===== config.mk =====
export PLATFORM = sky130hd
export DESIGN_NAME = rect_stream_dma
export DESIGN_NICKNAME = d
export VERILOG_FILES = /design/src/rtl/rect_stream_dma.sv
export SDC_FILE = /design/constraint.sdc
export NUM_CORES = 1
export LEC_CHECK = 0
export CAP_MARGIN = 15
export CORE_MARGIN = 3
export CORE_UTILIZATION = 40
export CTS_CLUSTER_SIZE = 30
export DETAILED_ROUTE_END_ITERATION = 10
export PLACE_DENSITY_LB_ADDON = 0.15
export SKIP_CTS_REPAIR_TIMING = 1
export SYNTH_ARGS = -nofsm -noshare
export SYNTH_HDL_FRONTEND = slang
export SYNTH_SLANG_ARGS = --single-unit

===== constraint.sdc =====
create_clock -name clk -period 5.1 [get_ports clk]
set_input_delay 1.275 -clock clk [delete_from_list [all_inputs] [get_ports clk]]
set_output_delay 1.275 -clock clk [all_outputs]
set_load 0.02 [all_outputs]

===== src/rtl/rect_stream_dma.sv =====
// rect_stream_dma
// Walks a table of 6-word rectangle records in data memory and streams, pass
// by pass, the clamped LEFT, RIGHT, TOP and BOTTOM edges followed by the raw
// colours to the GPU rectangle loader. Relative coordinates resolve against a
// per-pass cursor. Beats leave on a valid/ready stream; after every
// BATCH_SIZE beats the block waits for the GPU's batch-done pulse.
//
// Ports
//   clk, reset      : clock, synchronous active-high reset
//   copy_start      : one-cycle start pulse, ignored unless idle
//   mem_din_addr    : data-memory read address (data returns next cycle)
//   mem_din         : data-memory read data
//   out_data        : clamped edge (zero-extended) or raw colour
//   out_field       : 0=LEFT 1=RIGHT 2=TOP 3=BOTTOM 4=COLOR
//   out_valid/ready : beat handshake
//   out_last        : beat closes a batch
//   gpu_batch_done  : GPU finished the current batch (only honoured while waiting)
//   busy            : frame in progress
//   done            : one-cycle pulse when the frame is complete
module rect_stream_dma #(
  parameter int                    ADDR_WIDTH = 12,
  parameter logic [ADDR_WIDTH-1:0] RECT_ADDR  = ADDR_WIDTH'(256),
  parameter int                    RECT_COUNT = 64,
  parameter int                    BATCH_SIZE = 16,
  parameter int                    SCREEN_W   = 640,
  parameter int                    SCREEN_H   = 480
) (
  input  logic                  clk,
  input  logic                  reset,
  input  logic                  copy_start,
  output logic [ADDR_WIDTH-1:0] mem_din_addr,
  input  logic [15:0]           mem_din,
  output logic [15:0]           out_data,
  output logic [2:0]            out_field,
  output logic                  out_valid,
  input  logic                  out_ready,
  output logic                  out_last,
  input  logic                  gpu_batch_done,
  output logic                  busy,
  output logic                  done
);

  localparam int IDX_W = (RECT_COUNT > 1) ? $clog2(RECT_COUNT) : 1;
  localparam int BAT_W = (BATCH_SIZE > 1) ? $clog2(BATCH_SIZE) : 1;
  localparam logic [IDX_W-1:0] LAST_IDX = IDX_W'(RECT_COUNT - 1);
  localparam logic [BAT_W-1:0] LAST_BAT = BAT_W'(BATCH_SIZE - 1);
  localparam logic [15:0]      LIM_X    = 16'(SCREEN_W);
  localparam logic [15:0]      LIM_Y    = 16'(SCREEN_H);

  localparam logic [2:0] P_RIGHT  = 3'd1;
  localparam logic [2:0] P_TOP    = 3'd2;
  localparam logic [2:0] P_BOTTOM = 3'd3;
  localparam logic [2:0] P_COLOR  = 3'd4;

  typedef enum logic [2:0] {
    S_IDLE, S_RD_FLAG, S_RD_COORD, S_RD_SIZE, S_CALC, S_EMIT, S_WAIT_GPU
  } state_e;

  state_e                state_q, state_d;
  logic [2:0]            pass_q, pass_d;
  logic [IDX_W-1:0]      idx_q, idx_d;
  logic [BAT_W-1:0]      bat_q, bat_d;
  logic [ADDR_WIDTH-1:0] rec_addr_q, rec_addr_d;   // base of the current record
  logic [ADDR_WIDTH-1:0] addr_q, addr_d;
  logic                  abs_q, abs_d;
  logic [15:0]           cursor_q, cursor_d;
  logic [15:0]           base_q, base_d;
  logic [15:0]           data_q, data_d;
  logic                  last_q, last_d;
  logic                  done_q, done_d;

  // Signed view: negative -> 0, at/above limit -> limit. The limit is below
  // 0x8000, so once the sign bit is clear an unsigned compare is exact.
  function automatic logic [15:0] clamp(input logic [15:0] v, input logic [15:0] lim);
    if (v[15])         return 16'd0;
    else if (v >= lim) return lim;
    else               return v;
  endfunction

  logic                  is_y, has_size, is_color;
  logic [15:0]           limit, base_now, edge_val;
  logic [ADDR_WIDTH-1:0] first_off, coord_off, size_off;

  always_comb begin
    is_y      = (pass_q == P_TOP) || (pass_q == P_BOTTOM);
    has_size  = (pass_q == P_RIGHT) || (pass_q == P_BOTTOM);
    is_color  = (pass_q == P_COLOR);
    limit     = is_y ? LIM_Y : LIM_X;
    // mem_din holds the coordinate word whenever base_now is consumed
    base_now  = abs_q ? mem_din : 16'(cursor_q + mem_din);
    edge_val  = has_size ? 16'(base_q + mem_din) : base_now;
    first_off = is_color ? ADDR_WIDTH'(5) : ADDR_WIDTH'(0);
    coord_off = is_y ? ADDR_WIDTH'(2) : ADDR_WIDTH'(1);
    size_off  = is_y ? ADDR_WIDTH'(4) : ADDR_WIDTH'(3);
  end

  always_comb begin
    state_d    = state_q;
    pass_d     = pass_q;
    idx_d      = idx_q;
    bat_d      = bat_q;
    rec_addr_d = rec_addr_q;
    addr_d     = addr_q;
    abs_d      = abs_q;
    cursor_d   = cursor_q;
    base_d     = base_q;
    data_d     = data_q;
    last_d     = last_q;
    done_d     = 1'b0;

    unique case (state_q)
      S_IDLE: begin
        // the cycle that pulses done is already IDLE; a start then is dropped
        if (copy_start && !done_q) begin
          state_d    = S_RD_FLAG;
          pass_d     = '0;
          idx_d      = '0;
          bat_d      = '0;
          rec_addr_d = RECT_ADDR;
          addr_d     = RECT_ADDR;
          cursor_d   = '0;
        end
      end
      S_RD_FLAG: begin
        // COLOR already presented word +5 here and needs no flag
        if (is_color) begin
          state_d = S_CALC;
        end else begin
          state_d = S_RD_COORD;
          addr_d  = rec_addr_q + coord_off;
        end
      end
      S_RD_COORD: begin
        abs_d = mem_din[0];
        if (has_size) begin
          state_d = S_RD_SIZE;
          addr_d  = rec_addr_q + size_off;
        end else begin
          state_d = S_CALC;
        end
      end
      S_RD_SIZE: begin
        base_d = base_now;
        if (abs_q) cursor_d = mem_din;
        state_d = S_CALC;
      end
      S_CALC: begin
        if (is_color) begin
          data_d = mem_din;
        end else begin
          data_d = clamp(edge_val, limit);
          if (!has_size && abs_q) cursor_d = mem_din;
        end
        last_d  = (bat_q == LAST_BAT);
        state_d = S_EMIT;
      end
      S_EMIT: begin
        if (out_ready) begin
          if (idx_q == LAST_IDX) begin
            idx_d      = '0;
            rec_addr_d = RECT_ADDR;
          end else begin
            idx_d      = idx_q + IDX_W'(1);
            rec_addr_d = rec_addr_q + ADDR_WIDTH'(6);
          end
          bat_d = last_q ? '0 : bat_q + BAT_W'(1);
          if (last_q) begin
            state_d = S_WAIT_GPU;
          end else begin
            state_d = S_RD_FLAG;
            addr_d  = rec_addr_q + ADDR_WIDTH'(6) + first_off;
          end
        end
      end
      S_WAIT_GPU: begin
        if (gpu_batch_done) begin
          // idx back at 0 means the batch just finished closed the pass
          if (idx_q != '0) begin
            state_d = S_RD_FLAG;
            addr_d  = rec_addr_q + first_off;
          end else if (is_color) begin
            state_d = S_IDLE;
            done_d  = 1'b1;
            addr_d  = RECT_ADDR;
          end else begin
            state_d  = S_RD_FLAG;
            pass_d   = pass_q + 3'd1;
            cursor_d = '0;
            addr_d   = RECT_ADDR + ((pass_q == P_BOTTOM) ? ADDR_WIDTH'(5) : ADDR_WIDTH'(0));
          end
        end
      end
      default: state_d = S_IDLE;
    endcase
  end

  always_ff @(posedge clk) begin
    if (reset) begin
      state_q    <= S_IDLE;
      pass_q     <= '0;
      idx_q      <= '0;
      bat_q      <= '0;
      rec_addr_q <= RECT_ADDR;
      addr_q     <= RECT_ADDR;
      abs_q      <= 1'b0;
      cursor_q   <= '0;
      base_q     <= '0;
      data_q     <= '0;
      last_q     <= 1'b0;
      done_q     <= 1'b0;
    end else begin
      state_q    <= state_d;
      pass_q     <= pass_d;
      idx_q      <= idx_d;
      bat_q      <= bat_d;
      rec_addr_q <= rec_addr_d;
      addr_q     <= addr_d;
      abs_q      <= abs_d;
      cursor_q   <= cursor_d;
      base_q     <= base_d;
      data_q     <= data_d;
      last_q     <= last_d;
      done_q     <= done_d;
    end
  end

  assign mem_din_addr = addr_q;
  assign out_data     = data_q;
  assign out_field    = pass_q;
  assign out_last     = last_q;
  assign out_valid    = (state_q == S_EMIT);
  assign busy         = (state_q != S_IDLE);
  assign done         = done_q;

endmodule


==> metrics.yaml, run 1 <==
setup_path:
  crit_type: "input port to flip-flop"
  critPathLaunch: "mem_din[0]"
  crit_chain: "clkdlybuf4s50_1, ha_1, fa_1, a21o_1, a221oi_2, buf_4, xor2_1, nand2_1, o21ai_2, o21ai_1, ha_1, nand2_1, a21oi_1, nand4_1, a211o_1, o2111a_2, and4b_1, or3_1"
  reg2reg_depth: 17
  cp_num_buf_inv: 2
  timing.rr.start: "cursor_q[0]$_SDFFE_PP0P_"
  path_max_fanout: 9
  max_stage_delay_ns: 0.42
  arrival_ns: 5.07
  crit_cells: 18
  start_kind: "input port"
  r2r-end: "out_data[6]$_SDFFE_PP0N_"
  r2r_setup_slack_ns: 1.33
  worst_path_max_delay_cell: "clkdlybuf4s50_1"
  crit_path_end_kind: "flip-flop"
  critPathRequiredTime_ns: 5.34
  crit_family: "compound AO/OA/AOI/OAI gates"
  cp-endpoint: "out_data[6]$_SDFFE_PP0N_"
placed_design:
  dpl_worst_slack_ns: -0.213
  post_dp_cell_area_um2: 7860
  gp_congestion: 0.928
  dp.cells: 1202
  port_buffers: 55
  dp_hpwl_um: 15400
drt:
  routedWlPerCell_um: 17.4
  route.detailed.drc: 0
  vias: 7043
  dr.pass1.iters: 5
  drt_iter0_drc: 405
  vias_per_cell: 5.78
  wirelength_um: 21100
  drtAntennaViolNets: 0
final_layout:
  final_cell_mix: "nor2_1 (108), a21oi_1 (106), nand2_1 (101)"
  post-route-util_pct: 48.6
  area_growth_pct: 17.5
  layout_commonest_cell: "nor2_1"
  nets: 1066
  layoutNonFillerInstCount: 1218
  fin_area_um2: 8150
  num_antenna_cells: 0
  drive_gt1_share_pct: 8.32
  nFillCells: 1735
global_route:
  globalRouteTotalUtil_pct: 22.8
  grt-ovfl-total: 0
  grt_pass1_vias: 6578
  grt_pass1_wl_um: 34500
  grt_max_degree: 53
  antenna_found_initial: 0
clock_network:
  cts_tree: "done"
  cts-root-buf: "clkbuf_16"
  cts.reportedPaths.clkPinSlew_ns: 0.07
  cts.sinks: 90
  worstSkewPairLatency_ns: 0.35
  numCtsBuffers: 9
  cts_htree_levels: 3
  clockBufferDepth: 2
die:
  num_rows: 47
  ios: 56
  dieArea_um2: 19000
  chipHeight_um: 138
  fp.dieW_um: 138
  core_um2: 16800
  initial_core_util_pct: 41.4
power:
  power_mw: 1.74
  p_leak_nw: 3.09
  power_density_nw_per_um2: 214
  ir_drop_uv: 176
timing:
  slew_headroom_pct: 38.9
  timing_hold_violations_final: 0
  post-route-min-period_ns: 4.83
  slew_viol_final: 0
  final.setup.worst_slack_ns: 0.272
  worst_slew_pin_slew_ns: 0.914
  fmax_mhz: 207
  final.setup.tns_ns: 0
  setup_viol: 0
  fin_skew_ns: 0.00731
  finalCritPeriodShare_pct: 94.7
  whs_ns: 0.451
  rsz0062_at_grt: "no"
synth:
  yosys.cell_types.count: 76
  yosys_warnings: 0
  avgSynthCellArea_um2: 7.36
  syn-cell-area_um2: 6940
  async_reset_ff_share_pct: 0
  seq_area_frac_synth_pct: 26.0
  synth_edf_count: 0
  ys_seq_elements: 90
  synthFlopType: "dfxtp_1"
  synth_cells: 943
worst_hold_path:
  worstHoldPathCells: 2
  hp-start: "out_data[10]$_SDFFE_PP0N_"
  min_path_type: "flip-flop to flip-flop"
run:
  cap_violations: 0
outcome:
  status: "complete, no violations"
-- area by class of cell --
cell class / instances / area (um^2) / area share (%)
clock inverters: 6 / 42.5 / 0.522
clock buffers: 10 / 239 / 2.93
inverters: 25 / 93.8 / 1.15
flip-flops and latches: 90 / 1800 / 22.1
well taps: 220 / 275 / 3.38
multi-input cells: 769 / 4830 / 59.3
repair buffers: 98 / 868 / 10.7
-- synthesized netlist by cell type, types with 12 or more instances --
| cell type | instances | area [um^2] |
|---|---|---|
| a211oi_1 | 16 | 120 |
| a21o_1 | 16 | 120 |
| a21oi_1 | 106 | 531 |
| a22oi_1 | 12 | 90.1 |
| a31oi_1 | 13 | 81.3 |
| clkbuf_1 | 54 | 203 |
| dfxtp_1 | 90 | 1800 |
| ha_1 | 49 | 613 |
| inv_1 | 25 | 93.8 |
| nand2_1 | 101 | 379 |
| nand3_1 | 49 | 245 |
| nand4_1 | 12 | 75.1 |
| nor2_1 | 108 | 405 |
| nor3_1 | 21 | 105 |
| o21ai_0 | 52 | 260 |
| xnor2_1 | 26 | 228 |
| xor2_1 | 17 | 149 |
-- worst reg2reg max path: cells and delay by family, from the launching register on --
family	cells	cell delay, ns
AO/OA/AOI/OAI	7	1.32
XOR/XNOR	1	0.14
adder cells (fa/ha/maj)	3	0.92
flip-flops	1	0.32
buffers and inverters	1	0.15
AND/OR/NAND/NOR	5	0.78
-- state kept, by name (all words and copies together) (netlist names) --
name,count
abs_q,1
bat_q,4
mem_din_addr,12
idx_q,6
state_q,3
out_data,16
base_q,16
out_field,3
rec_addr_q,11
done,1
cursor_q,16
out_last,1
-- per-layer routing --
metal / up-vias / wire, um / share of wire [%] / GRT usage [%]
met5: - / 0 / 0 / 0
met4: 0 / 282 / 1.3 / 5.10
met3: 18 / 909 / 4.3 / 3.87
met2: 143 / 10200 / 48 / 39.2
met1: 3347 / 9700 / 46 / 29.9
li1: 3535 / - / - / -
-- power by group --
| part | total, mW | leakage [nW] | internal [mW] | switching (mW) |
|---|---|---|---|---|
| clock network | 0.648 | 0.134 | 0.344 | 0.304 |
| registers | 0.728 | 0.726 | 0.713 | 0.0150 |
| logic | 0.365 | 2.23 | 0.135 | 0.229 |
-- worst min-delay path by stage --
stage | end | slack [ns]
detailed placement | out_data[10]$_SDFFE_PP0N_ | 0.45
finish | out_data[10]$_SDFFE_PP0N_ | 0.45
floorplan | cursor_q[0]$_SDFFE_PP0P_ | 0.44
global placement | out_data[11]$_SDFFE_PP0N_ | 0.44
CTS | out_data[10]$_SDFFE_PP0N_ | 0.46
global route | out_data[11]$_SDFFE_PP0N_ | 0.47
-- logic make-up after synthesis --
family	Yosys count	synth area share [%]
flops	90	26.0
buf+inv	85	4.65
other cells	2	0.108
compound gates	289	26.8
xor+xnor	43	5.43
mux	10	1.44
simple gates	372	25.9
fa+ha+maj	52	9.70
(Power assumes the default switching activity.)
==> run 2: changes to the inputs <==
--- a/config.mk
+++ b/config.mk
@@ -7,9 +7,10 @@
 export LEC_CHECK = 0
 export CAP_MARGIN = 15
 export CORE_MARGIN = 3
-export CORE_UTILIZATION = 40
+export CORE_UTILIZATION = 50
 export CTS_CLUSTER_SIZE = 30
 export DETAILED_ROUTE_END_ITERATION = 10
+export DONT_BUFFER_PORTS = 1
 export PLACE_DENSITY_LB_ADDON = 0.15
 export SKIP_CTS_REPAIR_TIMING = 1
 export SYNTH_ARGS = -nofsm -noshare
==> metrics.yaml, run 2 (synthesis gave the netlist of run 1 again) <==
setup_path:
  r2r-end: "out_data[6]$_SDFFE_PP0N_"
  critPathRequiredTime_ns: 5.34  # about the same
  r2r_setup_slack_ns: 1.06  # -0.27 ns
  crit_path_end_kind: "flip-flop"
  crit_type: "input port to flip-flop"
  arrival_ns: 4.89  # -0.18 ns
  reg2reg_depth: 17  # unchanged
  path_max_fanout: 12  # +3
  timing.rr.start: "cursor_q[0]$_SDFFE_PP0P_"
  start_kind: "input port"
final_layout:
  area_growth_pct: 5.73
  fin_area_um2: 7340  # -10%
  post-route-util_pct: 54.8  # +6.1 points
  nets: 977  # -8.3%
  num_antenna_cells: 0  # unchanged
  drive_gt1_share_pct: 4.73  # -3.6 points
  layout_commonest_cell: "nor2_1"
  final_cell_mix: "nor2_1 (108), a21oi_1 (106), nand2_1 (101)"
  layoutNonFillerInstCount: 1085  # -11%
  nFillCells: 1325  # -24%
timing:
  final.setup.tns_ns: 0  # unchanged
  post-route-min-period_ns: 4.65  # -0.178 ns
  worst_slew_pin_slew_ns: 0.917  # +0.00263 ns
  finalCritPeriodShare_pct: 91.2  # -3.5 points
  setup_viol: 0  # unchanged
  whs_ns: 0.455  # +0.00417 ns
  slew_viol_final: 0  # unchanged
  rsz0062_at_grt: "no"
  final.setup.worst_slack_ns: 0.450  # +0.178 ns
  slew_headroom_pct: 38.7  # -0.18 points
  fmax_mhz: 215  # +3.8%
  fin_skew_ns: 0.0108  # +0.00347 ns
  timing_hold_violations_final: 0  # unchanged
drt:
  dr.pass1.iters: 5  # unchanged
  drt_iter0_drc: 487  # +20%
  drtAntennaViolNets: 0  # unchanged
  vias_per_cell: 6.24  # +7.9%
  route.detailed.drc: 0  # unchanged
  routedWlPerCell_um: 18.8  # +8.1%
  vias: 6770  # -3.9%
  wirelength_um: 20400  # -3.7%
clock_network:
  worstSkewPairLatency_ns: 0.36  # about the same
  cts-root-buf: "clkbuf_16"
  clockBufferDepth: 2  # unchanged
  cts.reportedPaths.clkPinSlew_ns: 0.07  # about the same
  cts.sinks: 90  # unchanged
  numCtsBuffers: 9  # unchanged
  cts_htree_levels: 3  # unchanged
  cts_tree: "done"
power:
  ir_drop_uv: 160  # -8.7%
  power_mw: 1.80  # +3.6%
  p_leak_nw: 2.74  # -11%
  power_density_nw_per_um2: 246  # +15%
die:
  num_rows: 42  # -11%
  initial_core_util_pct: 51.8  # +10 points
  ios: 56  # unchanged
  fp.dieW_um: 124  # -10%
  core_um2: 13400  # -20%
  dieArea_um2: 15300  # -19%
  chipHeight_um: 124  # -10%
global_route:
  grt_pass1_vias: 6216  # -5.5%
  grt-ovfl-total: 0  # unchanged
  grt_max_degree: 93  # +75%
  grt_pass1_wl_um: 32900  # -4.6%
  antenna_found_initial: 0  # unchanged
  globalRouteTotalUtil_pct: 27.3  # +4.5 points
placed_design:
  dp.cells: 1069  # -11%
  post_dp_cell_area_um2: 7000  # -11%
  dpl_worst_slack_ns: 0.165  # +0.378 ns
  port_buffers: 0  # -100%
  gp_congestion: 0.917  # -1.1%
  dp_hpwl_um: 14400  # -6.4%
worst_hold_path:
  worstHoldPathCells: 2  # unchanged
  hp-start: "cursor_q[2]$_SDFFE_PP0P_"
  min_path_type: "flip-flop to flip-flop"
  min_to: "cursor_q[2]$_SDFFE_PP0P_"
run:
  cap_violations: 0  # unchanged
outcome:
  status: "complete, no violations"
## run 2: critical path: stages
cell      delay [ns]
ha_1            0.25
fa_1            0.43
a21o_1          0.23
a221oi_1        0.29
buf_4           0.17
xor2_1          0.15
nand2_1         0.06
o21ai_0         0.13
o21ai_0         0.19
ha_1            0.33
nand2_1         0.05
a21oi_1         0.12
nand4_1         0.12
a211o_1         0.29
o2111a_1        0.26
and4b_1         0.26
or3_1           0.31
## run 2: worst max path at each step
stage	slack [ns]	startpoint	to
global placement	0.19	mem_din[0]	out_data[6]$_SDFFE_PP0N_
detailed placement	0.16	mem_din[0]	out_data[6]$_SDFFE_PP0N_
floorplan	0.51	mem_din[0]	out_data[9]$_SDFFE_PP0N_
CTS	0.51	mem_din[0]	out_data[6]$_SDFFE_PP0N_
global route	0.26	mem_din[0]	out_data[6]$_SDFFE_PP0N_
finish	0.45	mem_din[0]	out_data[6]$_SDFFE_PP0N_
## run 2: per-layer routing
layer  wire length [um]  track usage [%]  up-vias
met1               8610             35.0     3148
met3               1460             4.22       30
met2               9830             46.7      233
li1                   -                -     3359
met4                462             9.76        0
met5                  0                0        -
## run 2: where the power goes
part	internal [mW]	switching, mW
combinational	0.0969	0.193
sequential	0.713	0.0181
clock	0.479	0.305
## run 2: final cells by class
| type | count | area, um^2 | share of cell area [%] |
|---|---|---|---|
| Clock buffer | 11 | 233 | 3.17 |
| Clock inverter | 5 | 103 | 1.40 |
| Inverter | 25 | 93.8 | 1.28 |
| Multi-Input combinational cell | 769 | 4820 | 65.7 |
| Sequential cell | 90 | 1800 | 24.6 |
| Tap cell | 176 | 220 | 3.00 |
| Timing Repair Buffer | 9 | 67.6 | 0.921 |
==> run 3: changes to the inputs <==
==> constraint.sdc (replaced) <==
create_clock -name clk -period 4.25 [get_ports clk]
set_input_delay 1.0625 -clock clk [delete_from_list [all_inputs] [get_ports clk]]
set_output_delay 1.0625 -clock clk [all_outputs]
set_load 0.02 [all_outputs]
==> metrics.yaml, run 3 (synthesis gave the netlist of run 1 again) <==
timing:
  slew_viol_final: 0  # unchanged
  worst_slew_pin_slew_ns: 1.02  # +0.100 ns
  post-route-min-period_ns: 4.07
  final.setup.worst_slack_ns: 0.181  # -0.270 ns
  final.setup.tns_ns: 0  # unchanged
  whs_ns: 0.451  # -0.00400 ns
  timing_hold_violations_final: 0  # unchanged
  setup_viol: 0  # unchanged
  finalCritPeriodShare_pct: 95.7
  slew_headroom_pct: 32.0  # -6.7 points
  rsz0062_at_grt: "no"
  fin_skew_ns: 0.00946  # -0.00132 ns
  fmax_mhz: 246
die:
  initial_core_util_pct: 51.8  # unchanged
  dieArea_um2: 15300  # unchanged
  core_um2: 13400  # unchanged
  num_rows: 42  # unchanged
  ios: 56  # unchanged
  chipHeight_um: 124  # unchanged
  fp.dieW_um: 124  # unchanged
drt:
  wirelength_um: 21500  # +5.8%
  vias_per_cell: 6.44  # +3.2%
  route.detailed.drc: 0  # unchanged
  drtAntennaViolNets: 0  # unchanged
  vias: 7112  # +5.1%
  dr.pass1.iters: 5  # unchanged
  drt_iter0_drc: 622  # +28%
  routedWlPerCell_um: 19.5  # +3.9%
clock_network:
  cts_htree_levels: 3  # unchanged
  cts-root-buf: "clkbuf_16"
  cts.reportedPaths.clkPinSlew_ns: 0.06  # about the same
  numCtsBuffers: 9  # unchanged
  cts_tree: "done"
  cts.sinks: 90  # unchanged
  worstSkewPairLatency_ns: 0.35  # about the same
  clockBufferDepth: 2  # unchanged
setup_path:
  crit_family: "compound AO/OA/AOI/OAI gates"
  worst_path_max_delay_cell: "fa_2"
  critPathRequiredTime_ns: 4.48  # -0.86 ns
  r2r_setup_slack_ns: 0.58  # -0.48 ns
  crit_type: "input port to flip-flop"
  reg2reg_depth: 16  # -1
  crit_cells: 16  # -1
  arrival_ns: 4.30  # -0.59 ns
  critPathLaunch: "mem_din[0]"
  crit_path_end_kind: "flip-flop"
  r2r-end: "out_data[8]$_SDFFE_PP0N_"
  path_max_fanout: 9  # -3
  max_stage_delay_ns: 0.36  # -0.07 ns
  timing.rr.start: "cursor_q[0]$_SDFFE_PP0P_"
  cp_num_buf_inv: 0  # -1
  cp-endpoint: "out_data[8]$_SDFFE_PP0N_"
  crit_chain: "ha_1, fa_2, a21o_1, a221oi_4, xor2_1, nand2_1, o21ai_2, o21ai_1, ha_1, nand2_1, a21oi_1, nand4_1, a211o_1, o2111a_2, and4b_1, or3_1"
  start_kind: "input port"
power:
  p_leak_nw: 2.84  # +3.6%
  power_density_nw_per_um2: 284  # +15%
  ir_drop_uv: 180  # +12%
  power_mw: 2.13  # +18%
global_route:
  grt_pass1_vias: 6555  # +5.5%
  globalRouteTotalUtil_pct: 28.5  # +1.2 points
  grt_max_degree: 93  # unchanged
  grt_pass1_wl_um: 34500  # +4.8%
  grt-ovfl-total: 0  # unchanged
  antenna_found_initial: 0  # unchanged
placed_design:
  gp_congestion: 0.968  # +5.6%
  port_buffers: 0  # unchanged
  dpl_worst_slack_ns: -0.249  # -0.414 ns
  post_dp_cell_area_um2: 7160  # +2.3%
  dp_hpwl_um: 15600  # +8.2%
final_layout:
  drive_gt1_share_pct: 7.33  # +2.6 points
  final_cell_mix: "nor2_1 (108), a21oi_1 (106), nand2_1 (101)"
  area_growth_pct: 8.01
  fin_area_um2: 7490  # +2.1%
  num_antenna_cells: 0  # unchanged
  layout_commonest_cell: "nor2_1"
  nets: 997  # +2.0%
run:
  cap_violations: 0  # unchanged
worst_hold_path:
  min_path_type: "flip-flop to flip-flop"
outcome:
  status: "complete, no violations"
==> run 3: cell types whose count changed in the layout (fill, tap and decap cells not counted), sizes merged <==
cell	previous run	this run
clkbuf	11	10
buf	9	29
clkinvlp	1	0
bufinv	3	2
clkinv	1	3
==> run 3: final cells by class <==
class                      instances  area (um^2)
inverter                          25         93.8
sequential                        90         1800
fill                            1324         5910
timing repair buffer              29          218
clock inverter                     5         78.8
multi-input combinational        769         4840
tap                              176          220
clock buffer                      10          239
==> run 3: report_power, final <==
group / leakage, nW / total (mW) / internal, mW / switching, mW
registers: 0.726 / 0.879 / 0.856 / 0.0232
clock network: 0.158 / 0.880 / 0.527 / 0.353
logic: 1.96 / 0.369 / 0.129 / 0.240
total: 2.84 / 2.13 / 1.51 / 0.616
==> run 3: worst min-delay path: stages, from the launching register on <==
cell     delay, ns
dfxtp_1       0.31
nand2_1       0.05
a21oi_1       0.05
==> run 3: through the flow <==
step                      std cells  util [%]
after floorplan                 944         -
after global placement         1089      53.4
after detailed placement       1089      53.4
after CTS                      1104      55.8
after global routing           1104      55.9
final                          1104      55.9
==> run 3: layer usage <==
metal	GRT usage [%]	part of all wire [%]	routed length, um	vias to the layer above
met4	8.93	1.9	399	0
met2	43.1	43	9280	279
met5	0	0	0	-
met1	40.0	46	9930	3410
met3	6.86	8.9	1930	33
li1	-	-	-	3390
==> run 3: how the worst min path moves through the flow <==
| stage | slack [ns] | cells past startpoint | start | end |
|---|---|---|---|---|
| after detailed placement | 0.44 | 2 | cursor_q[7]$_SDFFE_PP0P_ | cursor_q[7]$_SDFFE_PP0P_ |
| after global placement | 0.44 | 2 | cursor_q[2]$_SDFFE_PP0P_ | cursor_q[2]$_SDFFE_PP0P_ |
| after global routing | 0.48 | 2 | cursor_q[12]$_SDFFE_PP0P_ | cursor_q[12]$_SDFFE_PP0P_ |
| after CTS | 0.45 | 2 | cursor_q[7]$_SDFFE_PP0P_ | cursor_q[7]$_SDFFE_PP0P_ |
| after floorplan | 0.44 | 2 | cursor_q[0]$_SDFFE_PP0P_ | cursor_q[0]$_SDFFE_PP0P_ |
| final | 0.45 | 2 | cursor_q[12]$_SDFFE_PP0P_ | cursor_q[12]$_SDFFE_PP0P_ |
